**config.mk**
```make
export PLATFORM = sky130hd
export DESIGN_NAME = shot_controller
export DESIGN_NICKNAME = d
export VERILOG_FILES = /design/src/rtl/shot_pkg.sv /design/src/rtl/aim_vector_lut.sv /design/src/rtl/shot_controller.sv
export SDC_FILE = /design/constraint.sdc
export NUM_CORES = 1
export LEC_CHECK = 0
export CORE_ASPECT_RATIO = 1.25
export CORE_MARGIN = 3
export CORE_UTILIZATION = 55
export DETAILED_ROUTE_END_ITERATION = 7
export GPL_TIMING_DRIVEN = 0
export PLACE_DENSITY = 0.82
export SKIP_LAST_GASP = 1
export SYNTH_ARGS = -nofsm -noshare
export SYNTH_HDL_FRONTEND = slang
export SYNTH_SLANG_ARGS = --single-unit
```
**constraint.sdc**
```tcl
create_clock -name clk -period 6.92 [get_ports clk]
set_input_delay 1.384 -clock clk [delete_from_list [all_inputs] [get_ports clk]]
set_output_delay 1.384 -clock clk [all_outputs]
set_load 0.05 [all_outputs]
```
**src/rtl/shot_pkg.sv**
```systemverilog
// Shared types and widths for the pool-game shot sequencer.
// Holds the FSM state encoding and the fixed aim/power widths.
package shot_pkg;

    localparam int DIR_BITS   = 4;
    localparam int POWER_BITS = 4;
    localparam int VEC_SCALE  = 7;

    typedef enum logic [2:0] {
        ST_AIM      = 3'd0,
        ST_CHARGE   = 3'd1,
        ST_FIRE     = 3'd2,
        ST_ROLLING  = 3'd3,
        ST_GAMEOVER = 3'd4
    } shot_state_t;

endpackage

```
**src/rtl/aim_vector_lut.sv**
```systemverilog
// 16-direction unit-vector ROM, scaled by VEC_SCALE and rounded.
// Direction 0 points along +x and direction 4 along +y (screen down).
module aim_vector_lut
    import shot_pkg::*;
(
    input  logic [DIR_BITS-1:0] dir,
    output logic signed [3:0]   cos_v,
    output logic signed [3:0]   sin_v
);

    localparam logic signed [3:0] FULL = 4'(VEC_SCALE);

    function automatic logic signed [3:0] cos_entry(input logic [3:0] k);
        case (k)
            4'd0:    return FULL;
            4'd1:    return 4'sd6;
            4'd2:    return 4'sd5;
            4'd3:    return 4'sd3;
            4'd4:    return 4'sd0;
            4'd5:    return -4'sd3;
            4'd6:    return -4'sd5;
            4'd7:    return -4'sd6;
            4'd8:    return -FULL;
            4'd9:    return -4'sd6;
            4'd10:   return -4'sd5;
            4'd11:   return -4'sd3;
            4'd12:   return 4'sd0;
            4'd13:   return 4'sd3;
            4'd14:   return 4'sd5;
            default: return 4'sd6;
        endcase
    endfunction

    // sin(k) is cos(k - 90 deg), i.e. the same table shifted by a quarter turn.
    assign cos_v = cos_entry(dir);
    assign sin_v = cos_entry(dir - 4'd4);

endmodule

```
**src/rtl/shot_controller.sv**
```systemverilog
// Per-turn shot sequencer: aim, charge, fire, then wait for the table to settle.
// Key and stop inputs act on frame ticks; turn_over and game_over act every cycle.
module shot_controller
    import shot_pkg::*;
#(
    parameter int POWER_MAX           = 15,
    parameter int POWER_STEP_FRAMES   = 4,
    parameter int STOP_TIMEOUT_FRAMES = 600,
    parameter int DIR_COUNT           = 16
) (
    input  logic                  clk,
    input  logic                  reset,
    input  logic                  startOfFrame,
    input  logic                  key_left,
    input  logic                  key_right,
    input  logic                  key_shoot,
    input  logic                  turn_over,
    input  logic                  game_over,
    output logic [DIR_BITS-1:0]   aim_dir,
    output logic [POWER_BITS-1:0] power,
    output logic                  shot_valid,
    output logic signed [7:0]     shot_dx,
    output logic signed [7:0]     shot_dy,
    output logic                  white_started,
    output logic                  force_stop,
    output logic [2:0]            state_out
);

    localparam int CNT_BITS = $clog2(STOP_TIMEOUT_FRAMES + 1);
    localparam logic [CNT_BITS-1:0]   STEP_LAST    = CNT_BITS'(POWER_STEP_FRAMES - 1);
    localparam logic [CNT_BITS-1:0]   TIMEOUT_LAST = CNT_BITS'(STOP_TIMEOUT_FRAMES - 1);
    localparam logic [POWER_BITS-1:0] POWER_TOP    = POWER_BITS'(POWER_MAX);

    shot_state_t           state, state_d;
    logic [DIR_BITS-1:0]   aim_d;
    logic [POWER_BITS-1:0] power_d;
    logic [CNT_BITS-1:0]   cnt, cnt_d;
    logic                  prev_left, prev_right, prev_shoot;
    logic                  shot_valid_d, white_d, force_d;
    logic signed [7:0]     dx_d, dy_d;
    logic                  left_edge, right_edge, shoot_edge;
    logic signed [3:0]     cos_v, sin_v;
    logic signed [7:0]     cos_ext, sin_ext, power_ext;

    aim_vector_lut u_lut (
        .dir   (aim_dir),
        .cos_v (cos_v),
        .sin_v (sin_v)
    );

    assign left_edge  = startOfFrame & key_left  & ~prev_left;
    assign right_edge = startOfFrame & key_right & ~prev_right;
    assign shoot_edge = startOfFrame & key_shoot & ~prev_shoot;

    // |cos|*power <= 7*15 = 105, so an 8-bit signed product cannot overflow.
    assign cos_ext   = 8'(cos_v);
    assign sin_ext   = 8'(sin_v);
    assign power_ext = {{(8 - POWER_BITS){1'b0}}, power};

    assign state_out = state;

    always_comb begin
        // NOTE: every signal gets a default before the case, so no path leaves it unassigned (no latch).
        state_d      = state;
        aim_d        = aim_dir;
        power_d      = power;
        cnt_d        = cnt;
        shot_valid_d = 1'b0;
        force_d      = 1'b0;
        white_d      = white_started;
        dx_d         = shot_dx;
        dy_d         = shot_dy;

        if (game_over) begin
            state_d = ST_GAMEOVER;
            power_d = '0;
            white_d = 1'b0;
        end else begin
            case (state)
                ST_AIM: begin
                    if (shoot_edge) begin
                        state_d = ST_CHARGE;
                        power_d = POWER_BITS'(1);
                        cnt_d   = '0;
                    end else if (left_edge && !right_edge) begin
                        aim_d = aim_dir - 1'b1;
                    end else if (right_edge && !left_edge) begin
                        aim_d = aim_dir + 1'b1;
                    end
                end
                ST_CHARGE: begin
                    if (startOfFrame) begin
                        if (!key_shoot) begin
                            state_d = ST_FIRE;
                        end else if (cnt == STEP_LAST) begin
                            cnt_d = '0;
                            if (power != POWER_TOP) power_d = power + 1'b1;
                        end else begin
                            cnt_d = cnt + 1'b1;
                        end
                    end
                end
                ST_FIRE: begin
                    shot_valid_d = 1'b1;
                    dx_d         = cos_ext * power_ext;
                    dy_d         = sin_ext * power_ext;
                    white_d      = 1'b1;
                    cnt_d        = '0;
                    state_d      = ST_ROLLING;
                end
                ST_ROLLING: begin
                    // A settled table beats the timeout in the same cycle.
                    if (turn_over) begin
                        state_d = ST_AIM;
                        power_d = '0;
                        white_d = 1'b0;
                    end else if (startOfFrame) begin
                        if (cnt == TIMEOUT_LAST) begin
                            force_d = 1'b1;
                            power_d = '0;
                            white_d = 1'b0;
                            state_d = ST_AIM;
                        end else begin
                            cnt_d = cnt + 1'b1;
                        end
                    end
                end
                ST_GAMEOVER: begin
                    power_d = '0;
                    white_d = 1'b0;
                end
                default: state_d = ST_AIM;
            endcase
        end
    end

    always_ff @(posedge clk or posedge reset) begin
        if (reset) begin
            state         <= ST_AIM;
            aim_dir       <= '0;
            power         <= '0;
            cnt           <= '0;
            prev_left     <= 1'b0;
            prev_right    <= 1'b0;
            prev_shoot    <= 1'b0;
            shot_valid    <= 1'b0;
            shot_dx       <= '0;
            shot_dy       <= '0;
            white_started <= 1'b0;
            force_stop    <= 1'b0;
        end else begin
            // NOTE: non-blocking so every register samples pre-edge values, like real flops.
            state         <= state_d;
            aim_dir       <= aim_d;
            power         <= power_d;
            cnt           <= cnt_d;
            shot_valid    <= shot_valid_d;
            shot_dx       <= dx_d;
            shot_dy       <= dy_d;
            white_started <= white_d;
            force_stop    <= force_d;
            if (startOfFrame) begin
                prev_left  <= key_left;
                prev_right <= key_right;
                prev_shoot <= key_shoot;
            end
        end
    end

endmodule

```
* Word-level counts from Yosys, hierarchy flattened
Memories as Yosys holds them, arrays and structs flattened. Cells that the tools add are included.
Storage, ports and cells: flip-flop bits (word level) 43, output and inout port bits 30, input port bits 8, memory bits (writable) 0, logic and storage cells 109, ROM bits 128, latch bits 0, memories kept 2
Memories:
- (name not given) | depth 16, width 4, rd ports 1, clocked after Yosys merged registers in 0, write ports 0, RTL line aim_vector_lut.sv:14 | case (k)
- (name not given) | depth 16, width 4, rd ports 1, clocked after Yosys merged registers in 0, write ports 0, RTL line aim_vector_lut.sv:14
Cells by class: div/mod/pow operators 0, shift-type cells 0, $mul 2, equal/unequal tests 22, muxes and demuxes 40, bitwise gates (word level) 11, magnitude comparators 0, add/sub/neg operators 5, reduce and logical (&&, ||, !) cells 15
Operators with widths (number):
- $mux W10 | 7
- $mux W4 | 11
- $pmux W10 S4 | 1
- $mux W3 | 7
- $ne A3 B3 Y1 const B | 6
- $mul A4 B5 Y8 | 2
- $pmux W4 S4 | 1
- $reduce_and A8 Y1 | 2
- $pmux W3 S5 | 1
- $ne A2 B2 Y1 const B | 7
- $ne A4 B4 Y1 const B | 3
- $mux W1 | 11
- $add A10 B1 Y10 const B | 1
- $eq A10 B10 Y1 const B | 1
- $eq A10 B2 Y1 const B | 1
- $add A4 B1 Y4 const B | 2
- $reduce_bool A4 Y1 | 2
- $and A1 B1 Y1 | 6
- $eq A3 B2 Y1 const B | 2
- $reduce_and A6 Y1 | 1
- $not A1 Y1 | 5
- $reduce_bool A5 Y1 | 1
- $reduce_and A4 Y1 | 1
- $sub A4 B1 Y4 const B | 1
- other kinds (10) | 12

* Logic depth before layout (Yosys ltp)
Gate-level depths: netlist of the first run.
depth after elaboration 7, gate-level depth with buffers 19, depth with buffers taken out 19

* Cells and area by module
From an unflattened synthesis of the first run, not the netlist that was laid out.
Second synthesis, totals: cells, all modules 367, area total of the unflattened synthesis 3454.6 sq um
By module, submodules not included:
- shot_controller | seq. area each 1076.0 sq um, area an instance 3209.3 sq um, cells each 340, instances 1
- aim_vector_lut | seq. area each 0.0 sq um, area an instance 245.2 sq um, cells each 27, instances 1

* Worst setup path after synthesis of the first run
No wires, ideal clock.
path type reg-to-reg, from register aim_dir[1], to register shot_dx[7], required time 6.786 ns, setup time 0.134 ns, path slack 2.250 ns, clock period less this slack 4.670 ns, stages on the path, launching flop included 17, buffers on the path 1, data arrival time 4.536 ns, cells stage by stage dfrtp_1 -> clkbuf_1 -> inv_1 -> ha_1 -> nor2_1 -> mux2i_1 -> or2_2 -> fa_1 -> fa_1 -> fa_1 -> inv_1 -> ha_1 -> fa_1 -> a21o_1 -> a21oi_1 -> xnor2_1 -> o21ai_0
On the way: word-level cells in the longest chain between the ends 2
Ends and longest elaborated chain:
- start, declared | RTL line shot_controller.sv:19 | output logic [DIR_BITS-1:0] aim_dir,
- start signal, assigned | RTL line shot_controller.sv:154 | aim_dir <= aim_d;
- $mem_v2 Z16 W4
- $mul A4 B5 Y8 | RTL line shot_controller.sv:105 | dx_d = cos_ext * power_ext;
- end signal, assigned | RTL line shot_controller.sv:147 | shot_dx <= '0;
- end signal, assigned | RTL line shot_controller.sv:158 | shot_dx <= dx_d;
- end, declared | RTL line shot_controller.sv:22 | output logic signed [7:0] shot_dx,
No other way between the ends. A chain may end at the register's enable or synchronous reset.

* Worst setup path after layout of the first run
Ends and elaborated chain as after synthesis.

==> results.json, run 1 <==
{
  "status": "completed",
  "ctsHoldBuffers": 0,
  "drive_gt1_frac": 0.106,
  "clock.fmax_mhz": 213,
  "die_w_um": 75.8,
  "cts_inserted_buffers": 5,
  "crit_top_cell": "fa_1",
  "power_frac_seq": 0.478,
  "wl_um": 7120,
  "synthMuxAreaShare": 0.0552,
  "critPathArrivalTime_ns": 4.88,
  "path_cells": "clkbuf_1 > inv_1 > ha_1 > nor2_1 > mux2i_1 > or2_2 > fa_1 > fa_1 > fa_1 > inv_1 > ha_1 > fa_1 > a21o_1 > a21oi_1 > xnor2_1 > o21ai_0",
  "synth_compound_area_frac": 0.130,
  "rsz0062_at_grt": "no",
  "vias_per_cell": 5.68,
  "port_buffers": 36,
  "critPathMaxFanout": 8,
  "grt_antenna_before_repair": 0,
  "wire_per_inst_um": 14.8,
  "grt_start_max_net_pins": 44,
  "clkLatencyLatePin_ns": 0.30,
  "clockRootBuffer": "clkbuf_8",
  "ys_warn_count": 0,
  "ys.flop_type": "dfrtp_1",
  "clock_skew_ns": 0.00477,
  "clock_power_share": 0.306,
  "hold_viol_final": 0,
  "slowest_stage": "fa_1",
  "drt_iter0_drc": 88,
  "post-route-min-period_ns": 4.69,
  "synth_fa_ha_area_frac": 0.211,
  "switchingPower_mw": 0.178,
  "p_int_mw": 0.374,
  "chipHeight_um": 93.3,
  "nets": 455,
  "p_comb_frac": 0.216,
  "grt_pass1_wl_um": 12400,
  "drc": 0,
  "syn-mean-instance-area_um2": 9.47,
  "setup_tns_ns": 0,
  "swShare": 0.323,
  "ant_nets": 0,
  "tritoncts": "built",
  "synth_edf_count": 0,
  "synth_fp_nets": 412,
  "hold_ws_ns": 0.482,
  "p_leak_nw": 1.89,
  "cts_buffer_depth": 2,
  "worst_pin_slew_ns": 0.916,
  "num_rows": 31,
  "required_ns": 7.10,
  "globalplace.congestion": 0.865,
  "setup_viol": 0,
  "synth_seq_area_share": 0.321,
  "maxCapViolations": 0,
  "hp-class": "register to register",
  "grt_pass1_vias": 2790,
  "ys_ff_latch": 43,
  "coreArea_um2": 5860,
  "area_delta_synth_final_pct": 16.6,
  "firstDrtPassIters": 4,
  "hpwl_um": 5630,
  "synth-simple-area-share": 0.194,
  "drv_slew": 0,
  "synth_cell_types": 48,
  "period_share": 0.678,
  "synth_top_family_by_area": "adder cells",
  "num-fill-cells": 509,
  "worstSetupStartpointType": "register",
  "num_antenna_cells": 0,
  "peakVddDrop_mv": 0.0848,
  "syn-cell-area_um2": 3350,
  "critPathMaxStageDelay_ns": 0.52,
  "start_util": 0.572,
  "netlist_instances": 354,
  "grt_usage": 0.225,
  "die-area_um2": 7070,
  "cts-htree-levels": 2,
  "slew_headroom": 0.388,
  "ios": 38,
  "cp-end-kind": "register",
  "overflow": 0,
  "yosys.area_share.xor_xnor": 0.0366,
  "post_cts_buffers": 0,
  "cts.sinks": 43,
  "p_per_area_nw_per_um2": 141,
  "vias": 2725,
  "path_class": "register to register",
  "clkTransAtPathRegs_ns": 0.09,
  "synthArstFlopShare": 1.00,
  "cts_resized": 0,
  "power_mw": 0.551
}
registers in the layout, summed over array words and instances, names as in the netlist:
register,flops
power,4
aim_dir,4
cnt,10
force_stop,1
shot_dy,8
shot_dx,8
white_started,1
state_out,3
prev_shoot,1
prev_right,1
shot_valid,1
prev_left,1
metrics by stage:
step,cell area (um2),util,cells,setup WS (ns)
5_1_grt,3910,0.667,480,1.93
4_1_cts,3910,0.667,480,2.20
6_report,3910,0.667,480,2.23
3_3_place_gp,3810,0.651,472,2.28
2_1_floorplan,3350,-,354,2.25
3_5_place_dp,3810,0.651,472,2.22
cells in the mapped netlist (3+ instances only):
library cell,number,area [um2]
dfrtp_1,43,1080
ha_1,39,488
nand2_1,32,120
inv_1,30,113
o21ai_0,24,120
nor2_1,18,67.6
a21oi_1,14,70.1
mux2_2,12,135
and2_1,11,68.8
fa_1,11,220
xnor2_1,11,96.3
o31ai_1,10,75.1
nor2b_1,9,56.3
nand3_1,8,40.0
a21o_1,7,52.6
clkbuf_1,7,26.3
or2_2,7,43.8
buf_2,5,25.0
mux2i_1,5,50.1
nand2b_1,4,25.0
nand4_1,4,25.0
or4_1,4,30.0
and3_1,3,18.8
nand3b_1,3,22.5
nor3_1,3,15.0
xor2_1,3,26.3
layout make-up:
cell class	count	area (um2)	area share
multi-input cells	267	2100	0.538
flip-flops and latches	43	1080	0.275
repair buffers	36	360	0.0922
inverters	30	113	0.0288
well taps	82	103	0.0263
clock buffers	5	68.8	0.0176
plain buffers	14	60.1	0.0154
clock inverters	3	23.8	0.00608
power groups by stage:
stage	clock, mW	combinational, mW	sequential, mW
4_1_cts	0.174	0.120	0.264
3_5_place_dp	0	0.120	0.269
3_3_place_gp	0	0.113	0.268
6_report	0.169	0.119	0.264
2_1_floorplan	0	0.0743	0.279
5_1_grt	0.182	0.134	0.265
logic make-up (layout without fill, tap and decap cells):
family                     after synthesis  in the layout
xor gates and xnor gates                14             14
muxes                                   17             17
buffers and inverters                   44             88
adders and majority gates               50             50
and+or+nand+nor                        119            119
AOI/OAI and AO/OA                       67             67
DFF                                     43             43
placed cells by master, fill, tap and decap left out, types with 5 or more instances in the layout:
cell	count
dfrtp_1	43
ha_1	39
clkdlybuf4s50_1	36
nand2_1	32
inv_1	29
o21ai_0	24
nor2_1	18
a21oi_1	14
mux2_2	12
xnor2_1	11
and2_1	11
fa_1	11
o31ai_1	10
nor2b_1	9
nand3_1	8
clkbuf_1	7
or2_2	7
a21o_1	7
buf_2	5
mux2i_1	5
clkbuf_8	5
per-layer routing:
| layer | global-route usage | part of all wire | vias to the layer above |
|---|---|---|---|
| met4 | 0.0962 | 0.035 | 0 |
| met3 | 0.0366 | 0.034 | 23 |
| li1 | - | - | 1314 |
| met2 | 0.397 | 0.55 | 83 |
| met5 | 0 | 0 | - |
| met1 | 0.259 | 0.38 | 1305 |
path summary, 6_finish.rpt:
kind,startpoint,endpoint,slack (ns),cells past startpoint
max in group asynchronous,reset,power[0],4.75,2
hold / removal,shot_dy[7],shot_dy[7],0.48,2
setup reg to reg,aim_dir[1],shot_dx[7],2.23,16
min in group asynchronous,reset,shot_dx[4],1.59,2
setup / recovery,aim_dir[1],shot_dx[7],2.23,16
hold reg to reg,shot_dy[7],shot_dy[7],0.48,2
critical path: cells and delay by family, from the launching register on:
kind	cells	cell delay [ns]
adders and majority gates	6	2.40
buffers and inverters	3	0.48
and+or+nand+nor	2	0.46
AOI/OAI and AO/OA	3	0.45
DFF	1	0.42
muxes	1	0.23
xor gates and xnor gates	1	0.13
(Power assumes the default switching activity.)
==> run 2, diff against run 1 <==
Settings changed: CORE_UTILIZATION 55 to 52.
Clock period 6.92 ns to 4.3 ns, I/O delays scaled along.
==> run 2 against run 1 <==
  * Critical endpoint unchanged
  * Hold slack improved by 0.0068 ns
  * Clock-buffer cell count rose by 2
  * Highest routed layer unchanged
  * Sequential power up 61%
==> results.json, run 2 (synthesis results as in run 1) <==
{
  "layout_common_cells": "dfrtp_1 (40), ha_1 (36), clkdlybuf4s50_1 (36), nand2_1 (32), inv_1 (27)",
  "status": "completed",
  "drive_gt1_frac": 0.174,
  "min_to": "shot_dx[6]",
  "reg_top3": "cnt: 10 flops, shot_dx: 8 flops, shot_dy: 8 flops",
  "hold_viol_final": 0,
  "clkTransAtPathRegs_ns": 0.09,
  "num-fill-cells": 486,
  "drc": 0,
  "busiest_layer": "met2",
  "die_w_um": 77.8,
  "globalplace.congestion": 0.854,
  "top_register": "cnt",
  "startpoint": "aim_dir[0]",
  "critPathMaxFanout": 4,
  "setup_viol": 0,
  "nets": 465,
  "largest_reg_flops": 10,
  "place_worst_setup_slack_ns": -0.118,
  "chipHeight_um": 95.8,
  "critPathTopFamily": "adder cells",
  "critPathArrivalTime_ns": 4.33,
  "ant_nets": 0,
  "grt_pass1_wl_um": 12200,
  "cts-htree-levels": 2,
  "cts_buffer_depth": 2,
  "seq_area_um2": 1080,
  "min_path_cells": 2,
  "wire_per_inst_um": 15.1,
  "p_leak_nw": 1.94,
  "multi_input_area_um2": 2180,
  "maxCapViolations": 0,
  "clkLatencyLatePin_ns": 0.30,
  "cts_inserted_buffers": 5,
  "num_rows": 32,
  "hold_ws_ns": 0.488,
  "clock_skew_ns": 0.0132,
  "reg2reg_from": "aim_dir[0]",
  "hp-class": "register to register",
  "wl_um": 7440,
  "grt_pass1_vias": 2764,
  "vias": 2794,
  "path_cells": "clkinvlp_4 > ha_2 > nor2_1 > a21oi_2 > mux2i_2 > nand2_1 > fa_1 > fa_1 > fa_1 > inv_1 > ha_2 > fa_2 > a21o_1 > a21oi_2 > xnor2_1 > o21ai_1",
  "cts.sinks": 43,
  "ctsHoldBuffers": 0,
  "die-area_um2": 7450,
  "grt_antenna_before_repair": 0,
  "globalRouteMet1Util": 0.226,
  "num_antenna_cells": 0,
  "peakVddDrop_mv": 0.244,
  "period_share": 0.966,
  "slew_headroom": 0.400,
  "grt_usage": 0.206,
  "crit_top_cell": "fa_1",
  "required_ns": 4.48,
  "fin_ws_ns": 0.147,
  "tritoncts": "built",
  "drt_iter0_drc": 154,
  "grt_use_met3": 0.0431,
  "path_class": "register to register",
  "hpwl_um": 5500,
  "cp-end-kind": "register",
  "worstHoldStart": "shot_dx[6]",
  "fin_area_um2": 4090,
  "clockRootBuffer": "clkbuf_8",
  "firstDrtPassIters": 5,
  "p_per_area_nw_per_um2": 229,
  "grt_start_max_net_pins": 44,
  "rr_worst_depth": 16,
  "critPathBufInv": 2,
  "critPathMaxStageDelay_ns": 0.54,
  "port_buffers": 36,
  "placed_cell_area_um2": 3840,
  "post-route-min-period_ns": 4.15,
  "clock.fmax_mhz": 241,
  "area_delta_synth_final_pct": 21.9,
  "worst_pin_slew_ns": 0.899,
  "drv_slew": 0,
  "coreArea_um2": 6210,
  "r2r_setup_slack_ns": 0.15,
  "ios": 38,
  "slowest_stage": "fa_1",
  "worstSetupStartpointType": "register",
  "start_util": 0.540,
  "overflow": 0,
  "use_met2": 0.395,
  "r2r-end": "shot_dx[7]",
  "vias_per_cell": 5.67,
  "layout_commonest_cell": "dfrtp_1"
}
## run 2: changes by cell type in the layout (fill, tap and decap cells not counted), sizes merged
cell	before	now
buf	6	16
inv	31	28
clkbuf	13	15
clkinv	0	1
## run 2: stage by stage
stage	setup TNS (ns)	total power [mW]	utilization	instances
5_1_grt	-0.0331	0.980	0.658	493
3_5_place_dp	-0.207	0.631	0.619	475
6_report	0	0.935	0.658	493
3_3_place_gp	-0.0371	0.622	0.619	475
2_1_floorplan	0	0.574	-	354
4_1_cts	0	0.900	0.640	487
## run 2: how the worst max path moves through the flow
stage                       endpoint  slack, ns  cells past startpoint
final                     shot_dx[7]       0.15                     16
after global routing      shot_dy[7]      -0.03                     18
after CTS                 shot_dx[7]      0.008                     16
after detailed placement  shot_dx[7]      -0.12                     16
after global placement    shot_dx[7]      -0.04                     16
after floorplan           shot_dx[7]      0.009                     16
## run 2: report_power, final
part	switching, mW	internal, mW	total, mW	leakage (nW)
Sequential	0.0105	0.413	0.424	0.580
Combinational	0.147	0.111	0.257	1.32
Clock	0.139	0.114	0.254	0.0422
## run 2: worst min-delay path: stages (launching register included)
cell,delay (ns)
dfrtp_1,0.35
nand2_1,0.04
o21ai_0,0.06
## run 2: layout make-up
cell class | instances | area share
multi-input cells | 267 | 0.534
clock inverters | 1 | 0.00123
clock buffers | 7 | 0.0187
repair buffers | 46 | 0.107
inverters | 30 | 0.0294
well taps | 85 | 0.0260
plain buffers | 14 | 0.0193
flip-flops and latches | 43 | 0.264
## run 2: metal layers
metal / up-vias / share of wire
met5: - / 0
li1: 1330 / -
met3: 11 / 0.037
met1: 1381 / 0.39
met2: 72 / 0.56
met4: 0 / 0.011
## run 2: repair_timing
action / 4_1_cts / 5_1_grt
pin swaps: 1 / 10
endpoints found under the setup margin: 2 / 2
gates resized for setup: 6 / 19
endpoints found under the hold margin: 0 / 0
buffers inserted: 4 / 6
